<file path="src/rtl/io_dma_regs.sv">
// Controller-pad shift registers plus sprite DMA engine; IO_DMA_ODD_ALIGN_EN adds an odd-cycle ALIGN state.
// Latency: register reads appear on data_out one cycle after sel; DMA starts the cycle after a 0x14 write.
// Backpressure: none on the register bus; dma_busy halts the CPU and masks sel for the whole transfer.
module io_dma_regs #(
  parameter int NUM_PADS = 2,
  parameter int PAD_BITS = 8,
  parameter int DMA_LEN  = 256
) (
  input  logic                         clk,
  input  logic                         rst_n,
  input  logic [4:0]                   addr,
  input  logic [7:0]                   data_in,
  input  logic                         sel,
  input  logic                         rd,
  output logic [7:0]                   data_out,
  input  logic [NUM_PADS*PAD_BITS-1:0] pad_state,
  output logic                         dma_busy,
  output logic [15:0]                  dma_addr,
  output logic                         dma_rd,
  input  logic [7:0]                   dma_rdata,
  output logic                         dma_wr,
  output logic [7:0]                   dma_wdata
);

  localparam logic [4:0] OFS_DMA  = 5'h14;
  localparam logic [4:0] OFS_PAD0 = 5'h16;
  localparam logic [4:0] OFS_PAD1 = 5'h17;
  localparam logic [7:0] LAST_IDX = 8'(DMA_LEN - 1);
`ifdef IO_DMA_ODD_ALIGN_EN
  localparam bit ALIGN_EN = 1'b1;
`else
  localparam bit ALIGN_EN = 1'b0;
`endif

  typedef enum logic [2:0] {ST_IDLE, ST_HALT, ST_ALIGN, ST_READ, ST_WRITE} state_t;

  state_t              state;
  logic                parity;
  logic                strobe;
  logic [7:0]          page;
  logic [7:0]          idx;
  logic [PAD_BITS-1:0] sr [NUM_PADS];
  logic [3:0]          pad_bit;
  logic                acc;
  logic                wr_dma;
  logic                wr_pad;
  logic                rd_pad0;
  logic                rd_pad1;

  // The CPU is halted during DMA, so any strobe seen then is stale and dropped.
  assign acc     = sel && !dma_busy;
  assign wr_dma  = acc && !rd && (addr == OFS_DMA);
  assign wr_pad  = acc && !rd && (addr == OFS_PAD0);
  assign rd_pad0 = acc && rd && (addr == OFS_PAD0);
  assign rd_pad1 = acc && rd && (addr == OFS_PAD1);

  always_comb begin
    pad_bit = '0;
    for (int k = 0; k < NUM_PADS; k++)
      pad_bit[k] = strobe ? pad_state[k*PAD_BITS] : sr[k][0];
  end

  always_ff @(posedge clk or negedge rst_n) begin
    if (!rst_n) begin
      strobe <= 1'b0;
      for (int k = 0; k < NUM_PADS; k++) sr[k] <= '1;
    end else if (!dma_busy) begin
      if (wr_pad) strobe <= data_in[0];
      for (int k = 0; k < NUM_PADS; k++) begin
        if (wr_pad || strobe)
          sr[k] <= pad_state[k*PAD_BITS +: PAD_BITS];
        else if ((k % 2 == 0) ? rd_pad0 : rd_pad1)
          sr[k] <= {1'b1, sr[k][PAD_BITS-1:1]};
      end
    end
  end

  always_ff @(posedge clk or negedge rst_n) begin
    if (!rst_n)
      data_out <= 8'h00;
    else if (acc && rd) begin
      if (rd_pad0)      data_out <= {6'b0, pad_bit[2], pad_bit[0]};
      else if (rd_pad1) data_out <= {6'b0, pad_bit[3], pad_bit[1]};
      else              data_out <= 8'h00;
    end
  end

  always_ff @(posedge clk or negedge rst_n) begin
    if (!rst_n) parity <= 1'b0;
    else        parity <= ~parity;
  end

  always_ff @(posedge clk or negedge rst_n) begin
    if (!rst_n) begin
      state     <= ST_IDLE;
      page      <= 8'h00;
      idx       <= 8'h00;
      dma_busy  <= 1'b0;
      dma_addr  <= 16'h0000;
      dma_rd    <= 1'b0;
      dma_wr    <= 1'b0;
      dma_wdata <= 8'h00;
    end else begin
      case (state)
        ST_IDLE: if (wr_dma) begin
          page     <= data_in;
          state    <= ST_HALT;
          dma_busy <= 1'b1;
        end
        ST_HALT: if (ALIGN_EN && parity) begin
          state <= ST_ALIGN;
        end else begin
          state    <= ST_READ;
          dma_rd   <= 1'b1;
          dma_addr <= {page, idx};
        end
        ST_ALIGN: begin
          state    <= ST_READ;
          dma_rd   <= 1'b1;
          dma_addr <= {page, idx};
        end
        ST_READ: begin
          dma_wdata <= dma_rdata;
          dma_rd    <= 1'b0;
          dma_wr    <= 1'b1;
          state     <= ST_WRITE;
        end
        ST_WRITE: begin
          dma_wr <= 1'b0;
          if (idx == LAST_IDX) begin
            idx      <= 8'h00;
            dma_busy <= 1'b0;
            state    <= ST_IDLE;
          end else begin
            idx      <= 8'(idx + 8'd1);
            dma_rd   <= 1'b1;
            dma_addr <= {page, 8'(idx + 8'd1)};
            state    <= ST_READ;
          end
        end
        default: state <= ST_IDLE;
      endcase
    end
  end

endmodule
</file>
<file path="config.mk">
export PLATFORM = sky130hd
export DESIGN_NAME = io_dma_regs
export DESIGN_NICKNAME = d
export VERILOG_FILES = /design/src/rtl/io_dma_regs.sv
export SDC_FILE = /design/constraint.sdc
export NUM_CORES = 1
export LEC_CHECK = 0
export CAP_MARGIN = 20
export CORE_MARGIN = 4
export CORE_UTILIZATION = 44
export DETAILED_ROUTE_END_ITERATION = 16
export HOLD_SLACK_MARGIN = 0.03
export PLACE_DENSITY = 0.8
export SYNTH_ARGS = -nofsm -noshare
export SYNTH_HDL_FRONTEND = slang
export SYNTH_SLANG_ARGS = --single-unit
</file>
<file path="constraint.sdc">
create_clock -name clk -period 1.8 [get_ports clk]
set_input_delay 0.27 -clock clk [delete_from_list [all_inputs] [get_ports clk]]
set_output_delay 0.27 -clock clk [all_outputs]
set_load 0.01 [all_outputs]
</file>
# --- Yosys cells after proc, flatten, opt, wreduce, memory -nomap -nowiden ---
# Cells that the tools add are included.
classes:
  add_sub_neg: 1
  multipliers: 0
  div: 0
  order_cmp: 0
  n_eq_ne: 11
  shift: 0
  muxes: 20
  n_bitwise: 1
  reduce_logical: 25
op_table:
  columns: ["operator", "count"]
  rows:
  - ["8-bit two-way mux", 5]
  - ["16-bit one-hot mux with 2 select lines", 1]
  - ["16-bit two-way mux", 1]
  - ["5-bit equality test (second input constant)", 3]
  - ["3-bit one-hot mux with 4 select lines", 1]
  - ["2-bit AND reduction", 6]
  - ["2-bit nonzero test", 5]
  - ["8-bit by 1-bit adder with 8-bit output (second input constant)", 1]
  - ["8-bit equality test (second input constant)", 1]
  - ["1-bit logical AND", 7]
  - ["1-bit two-way mux", 7]
  - ["3-bit by 2-bit equality test with 1-bit output (second input constant)", 2]
  - ["2-bit != test (second input constant)", 3]
  - ["1-bit one-hot mux with 2 select lines", 2]
  - ["3-bit by 1-bit equality test with 1-bit output (second input constant)", 1]
  - ["3-bit equality test (second input constant)", 1]
  - ["3-bit logical NOT", 1]
  - ["3-bit two-way mux", 1]
  - ["1-bit one-hot mux with 3 select lines", 1]
  - ["3-bit AND reduction", 1]
  - ["3-bit nonzero test", 1]
  - ["1-bit logical NOT", 2]
  - ["2-bit two-way mux", 1]
  - ["2-bit OR reduction", 1]
  - ["2 further kinds", 2]
word_totals:
  register_bits: 71
  latchBits: 0
  mem_bits_rw: 0
  rom_bits: 0
  inputBits: 41
  output_inout_bits: 35
  elab_cells: 70
  n_memories: 0

# --- Depth between registers and ports, before layout ---
depth:
  word_depth: 7
  depth_mapped: 7

# --- Least setup slack after synthesis ---
# No wires, ideal clock.
synth_path:
  path_kind: "reg-to-reg"
  start: "register idx[0]"
  end: "register dma_addr[10]"
  setup_time_ps: 125
  arrival_time_ps: 1732
  required_time_ps: 1675
  path_slack_ps: -57
  path_stages_with_launch: 8
  path_buffers: 2
  period_less_slack_ps: 1857
  path_cell_list: "dfrtp_1 > ha_1 > nand3_1 > nor2_1 > o22a_1 > buf_2 > buf_6 > mux2_2"
synth_via:
  elab_chain_cells: 3
synth_lines:
  columns: ["element", "line_no", "rtl"]
  rows:
  - ["start, declared", "41", "logic [7:0] idx;"]
  - ["start signal, assigned", "135", "idx <= 8'(idx + 8'd1);"]
  - ["8-bit equality test", "130", "if (idx == LAST_IDX) begin"]
  - ["2-bit != test (no line)", null, null]
  - ["2-bit AND reduction (no line)", null, null]
  - ["end signal, assigned", "115", "dma_addr <= {page, idx};"]
  - ["end signal, assigned", "120", "dma_addr <= {page, idx};"]
  - ["end signal, assigned", "137", "dma_addr <= {page, 8'(idx + 8'd1)};"]
  - ["end, declared", "18", "output logic [15:0] dma_addr,"]
# No other way between the ends.
# A chain may end at the register's enable or synchronous reset.

# --- Worst setup path in the final report ---
layout_path:
  start: "input addr[1]"
  end: "register sr[8] in the netlist's numbering"
layout_via:
  elab_chain_cells: 5
  elab_cells_between_ends: 7
  classes_between: "eq/ne: 1; mux: 1; reduce/logical: 5"
layout_lines:
  columns: ["element", "line_no", "rtl"]
  rows:
  - ["start, declared", "11", "input logic [4:0] addr,"]
  - ["5-bit equality test *", "53, 54", null]
  - ["1-bit logical AND", "53", "assign wr_pad = acc && !rd && (addr == OFS_PAD0);"]
  - ["1-bit logical OR", "70", "if (wr_pad || strobe)"]
  - ["2-bit nonzero test (no line)", null, null]
  - ["2-bit AND reduction (no line)", null, null]
  - ["end signal, assigned by index", "71", "sr[k] <= pad_state[k*PAD_BITS +: PAD_BITS];"]
  - ["end signal, assigned by index", "73", "sr[k] <= {1'b1, sr[k][PAD_BITS-1:1]};"]
  - ["end, declared", "42", "logic [PAD_BITS-1:0] sr [NUM_PADS];"]
# Every way passes the cells marked *; elsewhere a longest branch is shown, timed or not.

==> impl_metrics.py <==
metrics = {
    "worst_setup_path": {
        "r2r_end": "dma_addr[4]$_DFFE_PN0P_",
        "end_kind": "flip-flop",
        "reg2reg_setup_slack_ns": 0.06,
        "critical_path_peak_fanout": 8,
        "crit_path_frequent_cell": "mux2_2",
        "cp-startpoint": "addr[1]",
        "ff2ff_path_depth": 5,
        "path_depth": 5,
        "crit_chain": "clkdlybuf4s50_1 -> and4b_2 -> a21oi_4 -> mux2_2 -> mux2_2",
        "slowest_delay_ns": 0.45,
        "worstPathRequired_ns": 2.05,
        "crit_family": "multiplexers",
        "crit_buf_inv": 1,
        "worstSetupPathType": "input port to flip-flop",
        "crit_end": "sr[8]$_DFFE_PN1P_",
        "worstReg2RegStart": "state[1]$_DFFE_PN0P_",
        "startpoint_type": "input port",
        "cp.arrival_ns": 2.02,
        "slowest_stage": "clkdlybuf4s50_1",
    },
    "routing": {
        "vias_per_cell": 5.13,
        "drc": 0,
        "finalWirelength_mm": 6.07,
        "num_vias": 2045,
        "dr.pass1.iters": 4,
        "antenna_left": 0,
        "wl_per_cell_um": 15.2,
        "drt_iter0_markers": 72,
    },
    "power": {
        "internal_power_mw": 2.24,
        "total_power_mw": 2.83,
        "clock_power_share": 0.420,
        "seqPwrFrac": 0.514,
        "switching_share": 0.210,
        "combPwrFrac": 0.066,
        "power.density_nw_per_um2": 691,
        "leakagePower_nw": 1.85,
        "peakVddDrop_mv": 0.538,
        "p_sw_uw": 595,
    },
    "clock_tree": {
        "cts.path.max_buffers": 2,
        "clkSlewWorstSetupHoldPaths_ns": 0.07,
        "htree_levels": 3,
        "clkSinkCount": 64,
        "cts_root_buf": "clkbuf_8",
        "insertion_delay_ns": 0.33,
        "numCtsBuffers": 9,
        "cts_tree": "yes",
    },
    "timing": {
        "setup_ws_ns": 0.0283,
        "final-setup-viol-count": 0,
        "fin_worst_skew_ns": 0.00993,
        "slew_headroom": 0.645,
        "finalHoldViolations": 0,
        "fin_crit_sh": 0.984,
        "period_minus_slack_ns": 1.77,
        "hold_ws_ns": 0.452,
        "fmax_ghz": 0.564,
        "worst_slew_pin_slew_ns": 0.533,
        "rsz0062_at_grt": "false",
        "slew_violations": 0,
    },
    "synth": {
        "synth.area.top_cells": "dfrtp_1 41%, mux2_2 21%, dfstp_2 14%, mux2_4 4.1%, buf_4 1.8%",
        "synth_top_area_frac": 0.406,
        "synth_seq_cells": 64,
        "syn_inst": 216,
        "ys_types": 42,
        "synth_warnings": 0,
        "synthesis.area_um2": 2960,
        "synth_edf_count": 0,
        "synth_largest_area_cell": "dfrtp_1",
        "avgSynthCellArea_um2": 13.7,
        "ys_async_sr_fraction": 1.00,
        "yosysMostFrequentCell": "mux2_2",
        "synth_seq_area_share": 0.548,
        "yosys-top-cells-count": "55 x mux2_2, 48 x dfrtp_1, 16 x dfstp_2, 14 x nand2_1, 8 x mux2_4",
        "synth_flop_cell": "dfrtp_1",
    },
    "die": {
        "die-area_um2": 8090,
        "ios": 76,
        "core_area_um2": 6420,
        "die_x_um": 90.0,
        "dieHeight_um": 90.0,
        "rows": 29,
        "initial_core_util": 0.460,
    },
    "place": {
        "placed_cell_area_um2": 3870,
        "portBuffers": 68,
        "dp_cells": 379,
        "place.gp.congestion": 0.796,
        "place_hpwl_mm": 4.48,
        "pre_cts_ws_ns": -0.473,
    },
    "global_routing": {
        "overflow": 0,
        "grt-busiest-layer": "met2",
        "grt_start_max_net_pins": 25,
        "grtUsageTotal": 0.159,
        "antenna_found_initial": 0,
        "met1_usage": 0.199,
        "grt_pass1_vias": 2144,
        "gr-usage-met2": 0.254,
        "met3_usage": 0.0376,
        "grt_pass1_wl_mm": 10.2,
    },
    "final_layout": {
        "finalNonFillerCells": 399,
        "fin_nets": 359,
        "fin_area_um2": 4100,
        "drive_above_1_share": 0.410,
        "area_delta_synth_final_pct": 38.8,
        "antenna_cells": 0,
    },
    "outcome": {
        "outcome": "finished, final reports clean",
    },
    "hold_path": {
        "hold_class": "input port to async pin",
    },
    "flow_run": {
        "maxCapViolCount": 0,
    },
}
-- timing repair --
item | 4_1_cts | 5_1_grt
buffers inserted | 0 | 2
gates cloned | 1 | 0
hold endpoints to repair | 5 | 0
endpoints found under the setup margin | 14 | 25
hold buffers | 1 | 0
resized for setup | 1 | 2
pin swaps | 2 | 2
-- worst reg2reg max path: stages (launching register included) --
cell,delay (ns)
dfrtp_1,0.38
or3b_4,0.45
o22a_1,0.22
buf_4,0.15
buf_4,0.15
mux2_2,0.26
-- area by class of cell --
class / instances / area, um2
clock buffers: 12 / 145
clock inverters: 4 / 45.0
fillers: 514 / 2320
inverters: 3 / 11.3
multi-input cells: 142 / 1270
flip-flops and latches: 64 / 1620
well taps: 77 / 96.3
repair buffers: 97 / 911
-- per-layer routing --
layer  wire (um)  up-vias
li1            -      964
met1        2640     1008
met2        2960       59
met3         301       14
met4         171        0
met5           0        -
-- placed cells by master (no fill, tap or decap), drive strengths merged, types with 2 or more instances in the layout --
cell type,synthesis,layout
nand2,14,14
xor2,3,3
xnor2,6,6
clkinv,0,3
conb,1,7
nor2,9,9
clkbuf,2,12
dfstp,16,16
o21ai,5,5
nor3,2,2
buf,12,29
a31oi,2,2
nand3,5,5
inv,3,3
clkdlybuf4s50,0,66
nand4,2,2
mux2,63,63
dfrtp,48,48
a21oi,2,3
o32a,2,2
-- power by group through the flow --
stage                     Sequential, mW  Combinational (mW)  Clock [mW]
after global placement              1.48               0.186           0
after floorplan                     1.49              0.0377           0
after global routing                1.46               0.204        1.30
after CTS                           1.46               0.191        1.23
after detailed placement            1.48               0.189           0
final                               1.46               0.187        1.19
-- registers in the layout (all words and copies together) (netlist names) --
| name | count |
|---|---|
| idx | 8 |
| data_out | 1 |
| strobe | 1 |
| dma_wdata | 8 |
| dma_addr | 16 |
| dma_wr | 1 |
| sr | 16 |
| state | 3 |
| dma_busy | 1 |
| page | 8 |
| dma_rd | 1 |
-- how the worst min path moves through the flow --
stage / cells past startpoint / to
after global placement: 1 / page[4]$_DFFE_PN0P_
after detailed placement: 1 / page[4]$_DFFE_PN0P_
final: 2 / page[4]$_DFFE_PN0P_
after global routing: 2 / dma_addr[8]$_DFFE_PN0P_
after CTS: 2 / page[4]$_DFFE_PN0P_
after floorplan: 0 / data_out[0]$_DFFE_PN0P_
-- logic make-up after synthesis --
group | after synthesis | synth area share
compound gates | 19 | 0.0461
xor+xnor | 9 | 0.0267
fa+ha+maj | 1 | 0.00423
buf+inv | 17 | 0.0389
flops | 64 | 0.548
mux | 64 | 0.258
other cells | 1 | 0.00127
simple gates | 41 | 0.0766
-- stage by stage --
stage | utilization | TNS (ns)
floorplan | - | 0
global placement | 0.602 | -7.66
detailed placement | 0.602 | -8.60
CTS | 0.636 | 0
global route | 0.639 | 0
finish | 0.639 | 0
No activity file was read; power rests on OpenSTA's default activity.
